===== src/rtl/serrx_pkg.sv =====
// Shared definitions for the buffered serial receiver: parity modes, FSM states
// and the parity check used at the stop bit.
package serrx_pkg;

  localparam logic [1:0] PAR_NONE = 2'd0;
  localparam logic [1:0] PAR_EVEN = 2'd1;
  localparam logic [1:0] PAR_ODD  = 2'd2;

  typedef enum logic [2:0] {
    ST_IDLE,
    ST_START,
    ST_DATA,
    ST_PAR,
    ST_STOP,
    ST_BREAK
  } rx_state_e;

  // Narrower characters are zero-extended, which leaves the XOR unchanged.
  function automatic logic parity_ok(input logic [7:0] data, input logic p, input logic odd);
    return ((^data) ^ p) == odd;
  endfunction

endpackage


===== src/rtl/serrx_fifo_if.sv =====
// CPU-side and line-side signals of the buffered serial receiver.
// The master side drives rxd/rd/clr_err; the receiver is the slave.
interface serrx_fifo_if #(
  parameter int DATA_BITS = 8,
  parameter int DEPTH     = 8
);
  logic                   rxd;
  logic                   rd;
  logic                   clr_err;
  logic [DATA_BITS-1:0]   rdata;
  logic                   rxready;
  logic [$clog2(DEPTH):0] count;
  logic                   perr;
  logic                   ferr;
  logic                   overrun;

  modport master (
    output rxd, rd, clr_err,
    input  rdata, rxready, count, perr, ferr, overrun
  );

  modport slave (
    input  rxd, rd, clr_err,
    output rdata, rxready, count, perr, ferr, overrun
  );
endinterface


===== src/rtl/serrx_fifo_rx_fifo.sv =====
// Synchronous show-ahead FIFO; the head is visible on rdata (zero when empty).
// A push while full is accepted only when a pop frees a slot in the same cycle.
module rx_fifo #(
  parameter int WIDTH = 8,
  parameter int DEPTH = 8
) (
  input  logic                   clk,
  input  logic                   rst,
  input  logic                   push,
  input  logic                   pop,
  input  logic [WIDTH-1:0]       wdata,
  output logic [WIDTH-1:0]       rdata,
  output logic                   full,
  output logic                   empty,
  output logic [$clog2(DEPTH):0] count
);
  localparam int AW = $clog2(DEPTH);

  logic [WIDTH-1:0] r_mem [DEPTH];
  logic [AW-1:0]    r_wr_ptr;
  logic [AW-1:0]    r_rd_ptr;
  logic [AW:0]      r_count;
  logic             w_push;
  logic             w_pop;

  assign empty  = (r_count == '0);
  assign full   = (r_count == (AW+1)'(DEPTH));
  assign w_pop  = pop & ~empty;
  assign w_push = push & (~full | w_pop);

  always_ff @(posedge clk) begin
    if (rst) begin
      r_wr_ptr <= '0;
      r_rd_ptr <= '0;
      r_count  <= '0;
    end else begin
      if (w_push) r_wr_ptr <= r_wr_ptr + AW'(1);
      if (w_pop)  r_rd_ptr <= r_rd_ptr + AW'(1);
      if (w_push & ~w_pop)
        r_count <= r_count + (AW+1)'(1);
      else if (w_pop & ~w_push)
        r_count <= r_count - (AW+1)'(1);
    end
  end

  // Storage needs no reset: the pointers alone define what is valid.
  always_ff @(posedge clk) begin
    if (w_push) r_mem[r_wr_ptr] <= wdata;
  end

  assign rdata = empty ? '0 : r_mem[r_rd_ptr];
  assign count = r_count;

endmodule


===== src/rtl/serrx_fifo.sv =====
// Buffered asynchronous serial receiver: synchroniser, bit timer, framing FSM,
// shift register and sticky error flags in front of a show-ahead FIFO.
//
// state    | meaning
// ST_IDLE  | line idle, waiting for a falling edge on rs
// ST_START | half a bit into the start bit; confirm it is still low
// ST_DATA  | sampling data bits LSB first, one per CLK_DIV cycles
// ST_PAR   | sampling the parity bit
// ST_STOP  | sampling the stop bit, then push or flag an error
// ST_BREAK | line held low after a framing error; wait for it to rise
module serrx_fifo #(
  parameter int CLK_DIV   = 16,
  parameter int DATA_BITS = 8,
  parameter int PARITY    = 0,
  parameter int DEPTH     = 8
) (
  input  logic         m_clock,
  input  logic         p_reset,
  serrx_fifo_if.slave  bus
);
  import serrx_pkg::*;

  localparam int TW = $clog2(CLK_DIV);
  localparam int BW = $clog2(DATA_BITS);
  localparam logic [TW-1:0] T_FULL = TW'(CLK_DIV - 1);
  localparam logic [TW-1:0] T_HALF = TW'(CLK_DIV / 2 - 1);
  localparam logic [BW-1:0] LAST_BIT = BW'(DATA_BITS - 1);
  localparam logic [1:0] PMODE = 2'(PARITY);

  logic                 r_sync1;
  logic                 r_sync2;
  rx_state_e            r_state;
  logic [TW-1:0]        r_timer;
  logic [BW-1:0]        r_bitcnt;
  logic [DATA_BITS-1:0] r_shift;
  logic                 r_par;
  logic                 r_perr;
  logic                 r_ferr;
  logic                 r_ovr;

  logic                 w_rs;
  logic                 w_tc;
  logic                 w_stop_smp;
  logic                 w_par_good;
  logic                 w_push;
  logic                 w_full;
  logic                 w_empty;

  assign w_rs       = r_sync2;
  assign w_tc       = (r_timer == '0);
  assign w_stop_smp = (r_state == ST_STOP) && w_tc;
  assign w_par_good = (PMODE == PAR_NONE) ||
                      parity_ok(8'(r_shift), r_par, PMODE == PAR_ODD);
  assign w_push     = w_stop_smp && w_rs && w_par_good;

  always_ff @(posedge m_clock) begin
    if (p_reset) begin
      r_sync1  <= 1'b1;
      r_sync2  <= 1'b1;
      r_state  <= ST_IDLE;
      r_timer  <= '0;
      r_bitcnt <= '0;
      r_shift  <= '0;
      r_par    <= 1'b0;
    end else begin
      r_sync1 <= bus.rxd;
      r_sync2 <= r_sync1;
      case (r_state)
        ST_IDLE: begin
          if (!w_rs) begin
            r_state <= ST_START;
            r_timer <= T_HALF;
          end
        end
        ST_START: begin
          if (!w_tc) begin
            r_timer <= r_timer - TW'(1);
          end else if (w_rs) begin
            r_state <= ST_IDLE;
          end else begin
            r_state  <= ST_DATA;
            r_timer  <= T_FULL;
            r_bitcnt <= '0;
          end
        end
        ST_DATA: begin
          if (!w_tc) begin
            r_timer <= r_timer - TW'(1);
          end else begin
            r_shift <= {w_rs, r_shift[DATA_BITS-1:1]};
            r_timer <= T_FULL;
            if (r_bitcnt == LAST_BIT)
              r_state <= (PMODE != PAR_NONE) ? ST_PAR : ST_STOP;
            else
              r_bitcnt <= r_bitcnt + BW'(1);
          end
        end
        ST_PAR: begin
          if (!w_tc) begin
            r_timer <= r_timer - TW'(1);
          end else begin
            r_par   <= w_rs;
            r_timer <= T_FULL;
            r_state <= ST_STOP;
          end
        end
        ST_STOP: begin
          // Leaving mid-stop-bit lets a following start bit be caught early.
          if (!w_tc)
            r_timer <= r_timer - TW'(1);
          else
            r_state <= w_rs ? ST_IDLE : ST_BREAK;
        end
        ST_BREAK: begin
          if (w_rs) r_state <= ST_IDLE;
        end
        default: r_state <= ST_IDLE;
      endcase
    end
  end

  // A new error in the same cycle as clr_err wins.
  always_ff @(posedge m_clock) begin
    if (p_reset) begin
      r_perr <= 1'b0;
      r_ferr <= 1'b0;
      r_ovr  <= 1'b0;
    end else begin
      r_perr <= (w_stop_smp && w_rs && !w_par_good) || (r_perr && !bus.clr_err);
      r_ferr <= (w_stop_smp && !w_rs) || (r_ferr && !bus.clr_err);
      r_ovr  <= (w_push && w_full && !bus.rd) || (r_ovr && !bus.clr_err);
    end
  end

  rx_fifo #(
    .WIDTH (DATA_BITS),
    .DEPTH (DEPTH)
  ) u_fifo (
    .clk   (m_clock),
    .rst   (p_reset),
    .push  (w_push),
    .pop   (bus.rd),
    .wdata (r_shift),
    .rdata (bus.rdata),
    .full  (w_full),
    .empty (w_empty),
    .count (bus.count)
  );

  assign bus.rxready = ~w_empty;
  assign bus.perr    = r_perr;
  assign bus.ferr    = r_ferr;
  assign bus.overrun = r_ovr;

endmodule


===== src/flat_wrapper.sv =====
// flat-port wrapper written by rule: the top's interface ports become plain ports
module serrx_fifo_flat import serrx_pkg::*;
#(
  parameter int CLK_DIV   = 16,
  parameter int DATA_BITS = 8,
  parameter int PARITY    = 0,
  parameter int DEPTH     = 8
)
  (m_clock, p_reset, bus_rxd, bus_rd, bus_clr_err, bus_rdata, bus_rxready, bus_count, bus_perr, bus_ferr, bus_overrun);
  serrx_fifo_if #(.DATA_BITS(DATA_BITS), .DEPTH(DEPTH)) bus_i ();
  input  logic m_clock;
  input  logic p_reset;
  input wire logic [$bits(bus_i.rxd)-1:0] bus_rxd;
  input wire logic [$bits(bus_i.rd)-1:0] bus_rd;
  input wire logic [$bits(bus_i.clr_err)-1:0] bus_clr_err;
  output wire logic [$bits(bus_i.rdata)-1:0] bus_rdata;
  output wire logic [$bits(bus_i.rxready)-1:0] bus_rxready;
  output wire logic [$bits(bus_i.count)-1:0] bus_count;
  output wire logic [$bits(bus_i.perr)-1:0] bus_perr;
  output wire logic [$bits(bus_i.ferr)-1:0] bus_ferr;
  output wire logic [$bits(bus_i.overrun)-1:0] bus_overrun;
  assign bus_i.rxd = bus_rxd;
  assign bus_i.rd = bus_rd;
  assign bus_i.clr_err = bus_clr_err;
  assign bus_rdata = bus_i.rdata;
  assign bus_rxready = bus_i.rxready;
  assign bus_count = bus_i.count;
  assign bus_perr = bus_i.perr;
  assign bus_ferr = bus_i.ferr;
  assign bus_overrun = bus_i.overrun;
  serrx_fifo #(.CLK_DIV(CLK_DIV), .DATA_BITS(DATA_BITS), .PARITY(PARITY), .DEPTH(DEPTH)) u_core (.m_clock(m_clock), .p_reset(p_reset), .bus(bus_i));
endmodule

===== config.mk =====
export PLATFORM = sky130hd
export DESIGN_NAME = serrx_fifo_flat
export DESIGN_NICKNAME = d
export VERILOG_FILES = /design/src/rtl/serrx_pkg.sv /design/src/rtl/serrx_fifo_if.sv /design/src/rtl/serrx_fifo_rx_fifo.sv /design/src/rtl/serrx_fifo.sv /design/src/flat_wrapper.sv
export SDC_FILE = /design/constraint.sdc
export NUM_CORES = 1
export LEC_CHECK = 0
export ABC_AREA = 1
export BUFFER_PORTS_ARGS = -buffer_cell sky130_fd_sc_hd__clkbuf_2
export CAP_MARGIN = 20
export CORE_AREA = 2 2 119 98
export DETAILED_ROUTE_END_ITERATION = 8
export DIE_AREA = 0 0 121 100
export SYNTH_ARGS = -nofsm -noshare
export SYNTH_HDL_FRONTEND = slang
export SYNTH_SLANG_ARGS = --single-unit

===== constraint.sdc =====
create_clock -name m_clock -period 2.4 [get_ports m_clock]
set_input_delay 0.6 -clock m_clock [delete_from_list [all_inputs] [get_ports m_clock]]
set_output_delay 0.6 -clock m_clock [all_outputs]
set_load 0.005 [all_outputs]

# After elaboration in Yosys (flattened, before gate mapping)
# Memories as Yosys holds them, arrays and structs flattened. A register that Yosys moved wholly into a read port is not among the register bits.
# Cells that the tools add are included.
word_totals:
  mem_bits_rw: 64
  in_bits: 5
  output_inout_bits: 16
  memories: 1
  reg_bits: 33
classes:
  n_eq_ne: 18
  addsub: 6
  n_reduce_logical: 24
  n_mux: 28
  bitwise_logic: 9
memory_table:
  columns: ["memory", "words", "width", "read_ports", "rd_clocked_by_memory_dff", "write_ports", "line", "rtl"]
  rows:
  - ["u_core.u_fifo.r_mem", 8, 8, 1, 1, 1, "serrx_fifo_rx_fifo.sv:19", "logic [WIDTH-1:0] r_mem [DEPTH];"]
ops:
  columns: ["cell", "n"]
  rows:
  - ["3-bit two-way mux", 14]
  - ["4-bit two-way mux", 7]
  - ["3-bit case mux with 6 select lines", 1]
  - ["4-bit case mux with 4 select lines", 1]
  - ["2-bit by 1-bit inequality test with 1-bit output (second input constant)", 6]
  - ["3-bit by 1-bit adder with 3-bit output (second input constant)", 3]
  - ["3-bit equality test (second input constant)", 3]
  - ["1-bit logical AND", 8]
  - ["4-bit logical NOT", 2]
  - ["8-bit two-way mux", 1]
  - ["2-bit inequality test (second input constant)", 4]
  - ["4-bit by 1-bit subtractor with 4-bit output (second input constant)", 2]
  - ["7-bit AND reduction", 1]
  - ["3-bit by 2-bit equality test with 1-bit output (second input constant)", 2]
  - ["3-bit case mux with 2 select lines", 1]
  - ["5-bit AND reduction", 1]
  - ["4-bit by 1-bit adder with 4-bit output (second input constant)", 1]
  - ["1-bit AND", 4]
  - ["4-bit equality test (second input constant)", 1]
  - ["1-bit inverter", 4]
  - ["4-bit AND reduction", 1]
  - ["2-bit nonzero test", 2]
  - ["4-bit nonzero test", 1]
  - ["3-bit by 1-bit equality test with 1-bit output (second input constant)", 1]
  - ["other kinds (9)", 13]

# Logic depth before layout (Yosys ltp)
# Gate-level depths: netlist of the first run.
depth:
  depth_word: 9
  mapped_depth: 16

# Hierarchy
# From an unflattened synthesis of the first run, not the netlist that was laid out.
hier_totals:
  hier_cells: 526
  hier_area_um2: 4647.0
modules_own_cells:
  columns: ["module", "instances", "area_each_um2", "cells_per_inst", "seq_area_each_um2"]
  rows:
  - ["rx_fifo", 1, 3499.6, 363, 2182.1]
  - ["serrx_fifo", 1, 1147.4, 163, 460.4]

# Worst setup path after synthesis of the first run
# No wires, ideal clock.
synth_path:
  path_type: "flip-flop to flip-flop"
  start: "register u_core.r_timer[0]"
  end: "register u_core.u_fifo.r_count[3] (netlist: u_core.u_fifo.count[3])"
  t_required_ns: 2.268
  arrival_time_ns: 2.142
  path_slack_ns: 0.126
  period_less_slack_ns: 2.274
  path_stages_with_launch: 17
  setup_ns: 0.132
  n_path_buf: 0
  path_cell_list: "dfxtp_1 inv_1 ha_1 nand2_1 nor2_8 nand2_4 nor2_4 nand2_4 inv_6 ha_1 inv_1 ha_1 a21oi_1 nand2_1 xor2_1 nand2_1 a21oi_1"
synth_via:
  elab_chain_len: 7
  elab_cells_between_ends: 9
synth_rtl:
  columns: ["element", "line", "rtl"]
  rows:
  - ["start, declared", "serrx_fifo.sv:33", "logic [TW-1:0] r_timer;"]
  - ["start signal, assigned", "serrx_fifo.sv:77", "r_timer <= r_timer - TW'(1);"]
  - ["start signal, assigned", "serrx_fifo.sv:88", "r_timer <= r_timer - TW'(1);"]
  - ["start signal, assigned", "serrx_fifo.sv:100", "r_timer <= r_timer - TW'(1);"]
  - ["4-bit logical NOT *", "serrx_fifo.sv:50", "assign w_tc = (r_timer == '0);"]
  - ["1-bit logical AND *", "serrx_fifo.sv:51", "assign w_stop_smp = (r_state == ST_STOP) && w_tc;"]
  - ["1-bit logical AND *", "serrx_fifo.sv:54", "assign w_push = w_stop_smp && w_rs && w_par_good;"]
  - ["1-bit AND *", "serrx_fifo_rx_fifo.sv:29", "assign w_push = push & (~full | w_pop);"]
  - ["named net u_core.u_fifo.w_push", "serrx_fifo_rx_fifo.sv:23", "logic w_push;"]
  - ["1-bit inverter", "serrx_fifo_rx_fifo.sv:41", "else if (w_pop & ~w_push)"]
  - ["1-bit AND", "serrx_fifo_rx_fifo.sv:41", null]
  - ["2-bit nonzero test (no line)", null, null]
  - ["end signal, assigned", "serrx_fifo_rx_fifo.sv:40", "r_count <= r_count + (AW+1)'(1);"]
  - ["end signal, assigned", "serrx_fifo_rx_fifo.sv:42", "r_count <= r_count - (AW+1)'(1);"]
  - ["end, declared", "serrx_fifo_rx_fifo.sv:22", "logic [AW:0] r_count;"]
# The timed path passes the listed nets; every way through them passes the cells marked *.
# A chain may end at the register's enable or synchronous reset.

==> results of run 1 <==
## layer usage
layer / global-route usage (%) / vias up
li1: - / 1568
met3: 4.09 / 5
met1: 19.6 / 1406
met2: 22.9 / 49
met4: 3.49 / 0
met5: 0 / -
## kinds of logic after synthesis
logic type                 after synthesis  share of synthesized area (%)
and+or+nand+nor                        180                           18.2
DFF                                    100                           60.9
AOI/OAI and AO/OA                       88                           10.4
muxes                                    8                           1.84
adders and majority gates               10                           3.06
xor gates and xnor gates                 5                           1.01
buffers and inverters                   47                           4.53
## metrics by stage
step,setup slack [ns],TNS [ns],instance area (µm²)
2_1_floorplan,0.126,0,4340
3_3_place_gp,0.0829,0,4690
3_5_place_dp,0.0359,0,4690
4_1_cts,0.0279,0,5000
5_1_grt,-0.0291,-0.0513,5040
6_report,0.143,0,5040
## registers in the layout (all words and copies together), names as in the netlist, named ones only
name                    flops
u_core.u_fifo.r_mem        64
u_core.r_shift              8
u_core.r_timer              4
u_core.u_fifo.count         4
u_core.r_bitcnt             3
u_core.r_state              3
u_core.u_fifo.r_rd_ptr      3
u_core.u_fifo.r_wr_ptr      3
u_core.bus.ferr             1
u_core.bus.overrun          1
u_core.bus.perr             1
u_core.r_sync1              1
u_core.r_sync2              1
## power by group through the flow
stage | combinational, mW | sequential [mW] | clock [mW]
2_1_floorplan | 1.58 | 2.27 | 0
3_3_place_gp | 2.12 | 2.32 | 0
3_5_place_dp | 2.15 | 2.33 | 0
4_1_cts | 2.15 | 2.30 | 1.53
5_1_grt | 2.52 | 2.35 | 1.60
6_report | 2.19 | 2.31 | 1.49
## critical path: stages (launching register included)
cell,delay (ns)
dfxtp_1,0.38
inv_1,0.05
buf_4,0.21
o21ai_0,0.16
o21ai_0,0.09
o21ai_0,0.20
nor2_1,0.09
clkbuf_2,0.12
## final timing paths
path                                                     start                                  end  slack (ns)  cells after the start
worst max-delay path                                      flop                         bus_rdata[6]        0.14                      7
worst min-delay path                 u_core.r_sync1$_SDFF_PP1_            u_core.r_sync2$_SDFF_PP1_        0.41                      1
worst max register to register  u_core.r_timer[1]$_SDFFE_PP0P_  u_core.u_fifo.count[3]$_SDFFE_PP0P_        0.17                     16
worst min register to register       u_core.r_sync1$_SDFF_PP1_            u_core.r_sync2$_SDFF_PP1_        0.41                      1
## area by class of cell
class	instances	area, µm²
flip-flops and latches	100	2640
clock inverters	7	87.6
repair buffers	38	243
inverters	33	130
fillers	1024	6040
well taps	148	185
multi-input cells	291	1530
clock buffers	9	225
## synthesized netlist by cell type, drive strengths merged, types with 2 or more instances
library cell  number
a21oi             21
buf                7
clkbuf             7
dfxtp             36
edfxtp            64
ha                 9
inv               32
mux2i              8
nand2             58
nand3             15
nand4              3
nor2              95
nor3               7
o21ai             58
o22ai              8
or2                2
xnor2              2
xor2               3
## what timing repair did
| item | 4_1_cts | 5_1_grt |
|---|---|---|
| hold buffers | 0 | 0 |
| setup buffers | 0 | 1 |
| gates resized for setup | 0 | 11 |
| setup endpoints to repair | 0 | 5 |
==> impl_metrics.csv, run 1 <==
group,metric,value,unit
status,status,"finished clean",
synthesis,synth_top_area_share,44.3,%
power_and_ir_drop,ir_drop,509,µV
floorplanning,ios,21,
routing,vias,3028,
routing,top_layer,"met4",
timing,max-slew-margin-rel,68.9,%
synthesis,synthTopCellsByArea,"edfxtp_1, dfxtp_1, nor2_1",
layout,diodes,0,
power_and_ir_drop,powerDensity,1190,mW/mm²
layout,finalNetCount,488,
cts,h-tree-depth,3,
synthesis,syn_area,0.00434,mm²
floorplanning,design.core.area,0.0111,mm²
layout,final_common_cell,"nor2_1",
layout,final_cell_mix,"nor2_1, edfxtp_1, o21ai_0, nand2_1, dfxtp_1",
cts,cts_tree,"yes",
timing,drv_slew,0,
critical_path,cp.arrival,1.66,ns
routing,met3WireLength,298,µm
floorplanning,fp.dieW,121,µm
power_and_ir_drop,p_total,5.99,mW
power_and_ir_drop,p_int,3.76,mW
global_route,grt_usage,14.4,%
hold_path,hold_path.class,"reg -> reg",
critical_path,path_max_fanout,24,
layout,stdcell_count,626,
synthesis,synth.avg_cell_area,9.91,µm²
timing,rsz0062_at_grt,"true",
routing,drcViolationCount,0,
floorplanning,die_h,100,µm
synthesis,synth_warnings,0,
placement,port_buffers,20,
routing,drtIter0Drc,150,
timing,finalHoldViolCount,0,
floorplanning,placementRows,35,
global_route,grt_max_degree,33,
synthesis,syn-instance-count,438,
synthesis,seq_area_frac_synth,60.9,%
timing,fmax,443,MHz
global_route,antenna_found_initial,0,
power_and_ir_drop,seqPwrFrac,38.5,%
timing,fin_crit_sh,94.0,%
synthesis,async_reset_ff_share,0,%
routing,drtPass1Iterations,4,
critical_path,worstPathRequired,1.80,ns
layout,final_util,45.5,%
global_route,grt_pass1_vias,2758,
synthesis,ys_types,29,
run,cap_violations,0,
cts,clk_latency,0.34,ns
power_and_ir_drop,leakagePower,1.95,nW
power_and_ir_drop,switchingPower,2.23,mW
synthesis,synth_edf_count,64,
routing,final_antenna_net_count,0,
cts,clockBufferDepth,2,
routing,wl_met2,3910,µm
layout,syn2layout_area_growth,16.1,%
global_route,grt_pass1_wl,13600,µm
global_route,grt_overflow,0,
placement,dp_hpwl,5540,µm
timing,worst_hold_slack,0.413,ns
floorplanning,dieArea,0.0121,mm²
power_and_ir_drop,combinationalPowerShare,36.6,%
cts,cts_root_buffer,"clkbuf_16",
timing,fin_crit,2.26,ns
routing,wire_per_inst,13.2,µm
timing,worst_clock_skew,0.0124,ns
synthesis,synth.largest_area_cell,"edfxtp_1",
cts,clkTransAtPathRegs,0.07,ns
critical_path,worstSetupPathType,"reg -> out",
synthesis,synth-main-ff-cell,"edfxtp_1",
cts,numCtsBuffers,9,
synthesis,syn_nets,453,
power_and_ir_drop,switching_share,37.2,%
floorplanning,initial_utilization,39.2,%
placement,dp.cells,609,
critical_path,start_kind,"flop",
placement,gp_congestion,0.819,
routing,viasPerCell,4.84,
routing,wl_met1,4000,µm
cts,cts_sinks,100,
power_and_ir_drop,p_clk_share,24.9,%
synthesis,ys_ff_latch,100,
timing,tightest_slew,0.461,ns
timing,setup_viol,0,
critical_path,cp-end-kind,"output pin",
layout,drive_above_1_share,16.5,%
routing,routed_wl,8260,µm
Power figures use the tool's default switching activity.
==> inputs of run 2 (changes only) <==
--- a/config.mk
+++ b/config.mk
@@ -8,9 +8,11 @@
 export ABC_AREA = 1
 export BUFFER_PORTS_ARGS = -buffer_cell sky130_fd_sc_hd__clkbuf_2
 export CAP_MARGIN = 20
-export CORE_AREA = 2 2 119 98
+export CORE_AREA = 2 2 103 85
 export DETAILED_ROUTE_END_ITERATION = 8
-export DIE_AREA = 0 0 121 100
+export DIE_AREA = 0 0 105 87
+export PLACE_DENSITY = 0.74
+export RECOVER_POWER = 50
 export SYNTH_ARGS = -nofsm -noshare
 export SYNTH_HDL_FRONTEND = slang
 export SYNTH_SLANG_ARGS = --single-unit
==> impl_metrics.csv, run 2 (synthesis results as in run 1) <==
group,metric,value,unit
hold_path,hold_path.class,"in -> reg",
critical_path,cp-end-kind,"output pin",
cts,clkTransAtPathRegs,0.09,ns
placement,gp_congestion,0.864,
timing,fmax,436,MHz
timing,drv_slew,0,
layout,syn2layout_area_growth,13.4,%
placement,dp_hpwl,5350,µm
power_and_ir_drop,leakagePower,1.90,nW
timing,finalHoldViolCount,0,
floorplanning,design.core.area,0.00818,mm²
global_route,antenna_found_initial,0,
layout,regMostFlops,"u_core.u_fifo.r_mem",
critical_path,cp.arrival,1.69,ns
power_and_ir_drop,p_total,5.70,mW
global_route,grt_overflow,0,
timing,max-slew-margin-rel,68.2,%
routing,viasPerCell,5.22,
global_route,grt_pass1_wl,13500,µm
routing,vias,3072,
floorplanning,die_h,87,µm
layout,final_common_cell,"nor2_1",
power_and_ir_drop,powerDensity,1160,mW/mm²
routing,drtIter0Drc,175,
layout,drive_above_1_share,16.8,%
timing,setup_viol,0,
layout,stdcell_count,589,
critical_path,path_max_fanout,8,
routing,final_antenna_net_count,0,
routing,drtPass1Iterations,5,
floorplanning,dieArea,0.00914,mm²
routing,wire_per_inst,13.4,µm
layout,top_regs,"u_core.u_fifo.r_mem x64, u_core.r_shift x8",
run,cap_violations,0,
cts,clk_latency,0.36,ns
floorplanning,placementRows,30,
cts,cts_sinks,100,
cts,numCtsBuffers,9,
routing,routed_wl,7890,µm
cts,cts_tree,"yes",
global_route,grt_usage,18.8,%
floorplanning,initial_utilization,53.0,%
timing,tightest_slew,0.472,ns
cts,cts_hold_buf,0,
layout,diodes,0,
layout,finalNetCount,487,
global_route,grt_max_degree,33,
power_and_ir_drop,ir_drop,596,µV
floorplanning,fp.dieW,105,µm
cts,h-tree-depth,3,
global_route,grt_pass1_vias,2919,
timing,fin_crit_sh,95.5,%
cts,cts_root_buffer,"clkbuf_8",
cts,clockBufferDepth,2,
placement,port_buffers,20,
layout,final_cell_mix,"nor2_1, edfxtp_1, o21ai_0, nand2_1, dfxtp_1",
timing,rsz0062_at_grt,"true",
timing,worst_clock_skew,0.00747,ns
floorplanning,ios,21,
critical_path,start_kind,"flop",
layout,largest_reg_flops,64,
timing,fin_crit,2.29,ns
status,status,"finished clean",
layout,final_util,60.2,%
critical_path,worstPathRequired,1.80,ns
timing,worst_hold_slack,0.413,ns
critical_path,worstSetupPathType,"reg -> out",
placement,dp.cells,572,
routing,drcViolationCount,0,
-- run 2: changes by cell type in the layout (fill, tap and decap cells not counted), moves of 2 or more --
cell / delta
buf_6: +2
clkinvlp_4: +2
buf_4: -3
clkbuf_16: -9
inv_8: -2
clkbuf_8: +9
clkinv_4: -2
-- run 2: worst paths after layout --
kind	startpoint	to	slack, ns	cells after the start
setup reg to reg	u_core.r_timer[0]$_SDFFE_PP0P_	u_core.u_fifo.count[3]$_SDFFE_PP0P_	0.19	16
hold / removal	bus_rxd	u_core.r_sync1$_SDFF_PP1_	0.41	2
hold reg to reg	u_core.r_sync1$_SDFF_PP1_	u_core.r_sync2$_SDFF_PP1_	0.42	1
setup / recovery	flop	bus_rdata[0]	0.11	8
-- run 2: worst max-delay path, cell delays in order, from the launching register on --
cell	delay, ns
dfxtp_4	0.38
buf_4	0.16
nor2_1	0.10
nor2_1	0.04
o21ai_0	0.07
o21ai_0	0.12
o21ai_0	0.25
nor2_1	0.09
clkbuf_2	0.12
-- run 2: layout make-up --
| cell class | instances | area, µm² |
|---|---|---|
| clock buffer | 9 | 124 |
| clock inverter | 7 | 97.6 |
| fill | 670 | 3260 |
| inverter | 33 | 133 |
| multi-input combinational | 291 | 1540 |
| sequential | 100 | 2650 |
| tap | 112 | 140 |
| timing repair buffer | 37 | 248 |
-- run 2: stage by stage --
step / TNS (ns) / cell area (µm²) / setup slack [ns]
final: 0 / 4920 / 0.108
after global routing: -0.00814 / 4920 / -0.00814
after CTS: 0 / 4860 / 0.0263
after detailed placement: 0 / 4630 / 0.0108
after global placement: 0 / 4630 / 0.103
after floorplan: 0 / 4340 / 0.126
-- run 2: routing by layer --
metal | global-route usage [%] | wire (µm)
met1 | 23.5 | 3560
met5 | 0 | 0
met3 | 4.86 | 393
met2 | 32.3 | 3830
met4 | 6.18 | 104
-- run 2: power breakdown --
| part | internal [mW] | total [mW] | switching (mW) |
|---|---|---|---|
| combinational | 0.867 | 2.20 | 1.33 |
| sequential | 2.07 | 2.33 | 0.260 |
| clock | 0.592 | 1.17 | 0.573 |
-- run 2: what timing repair did --
| action | 4_1_cts | 5_1_grt |
|---|---|---|
| setup buffers | 0 | 1 |
| pin swaps | 0 | 1 |
| gates resized for setup | 3 | 16 |
| hold endpoints to repair | 0 | 0 |
| setup endpoints to repair | 2 | 10 |
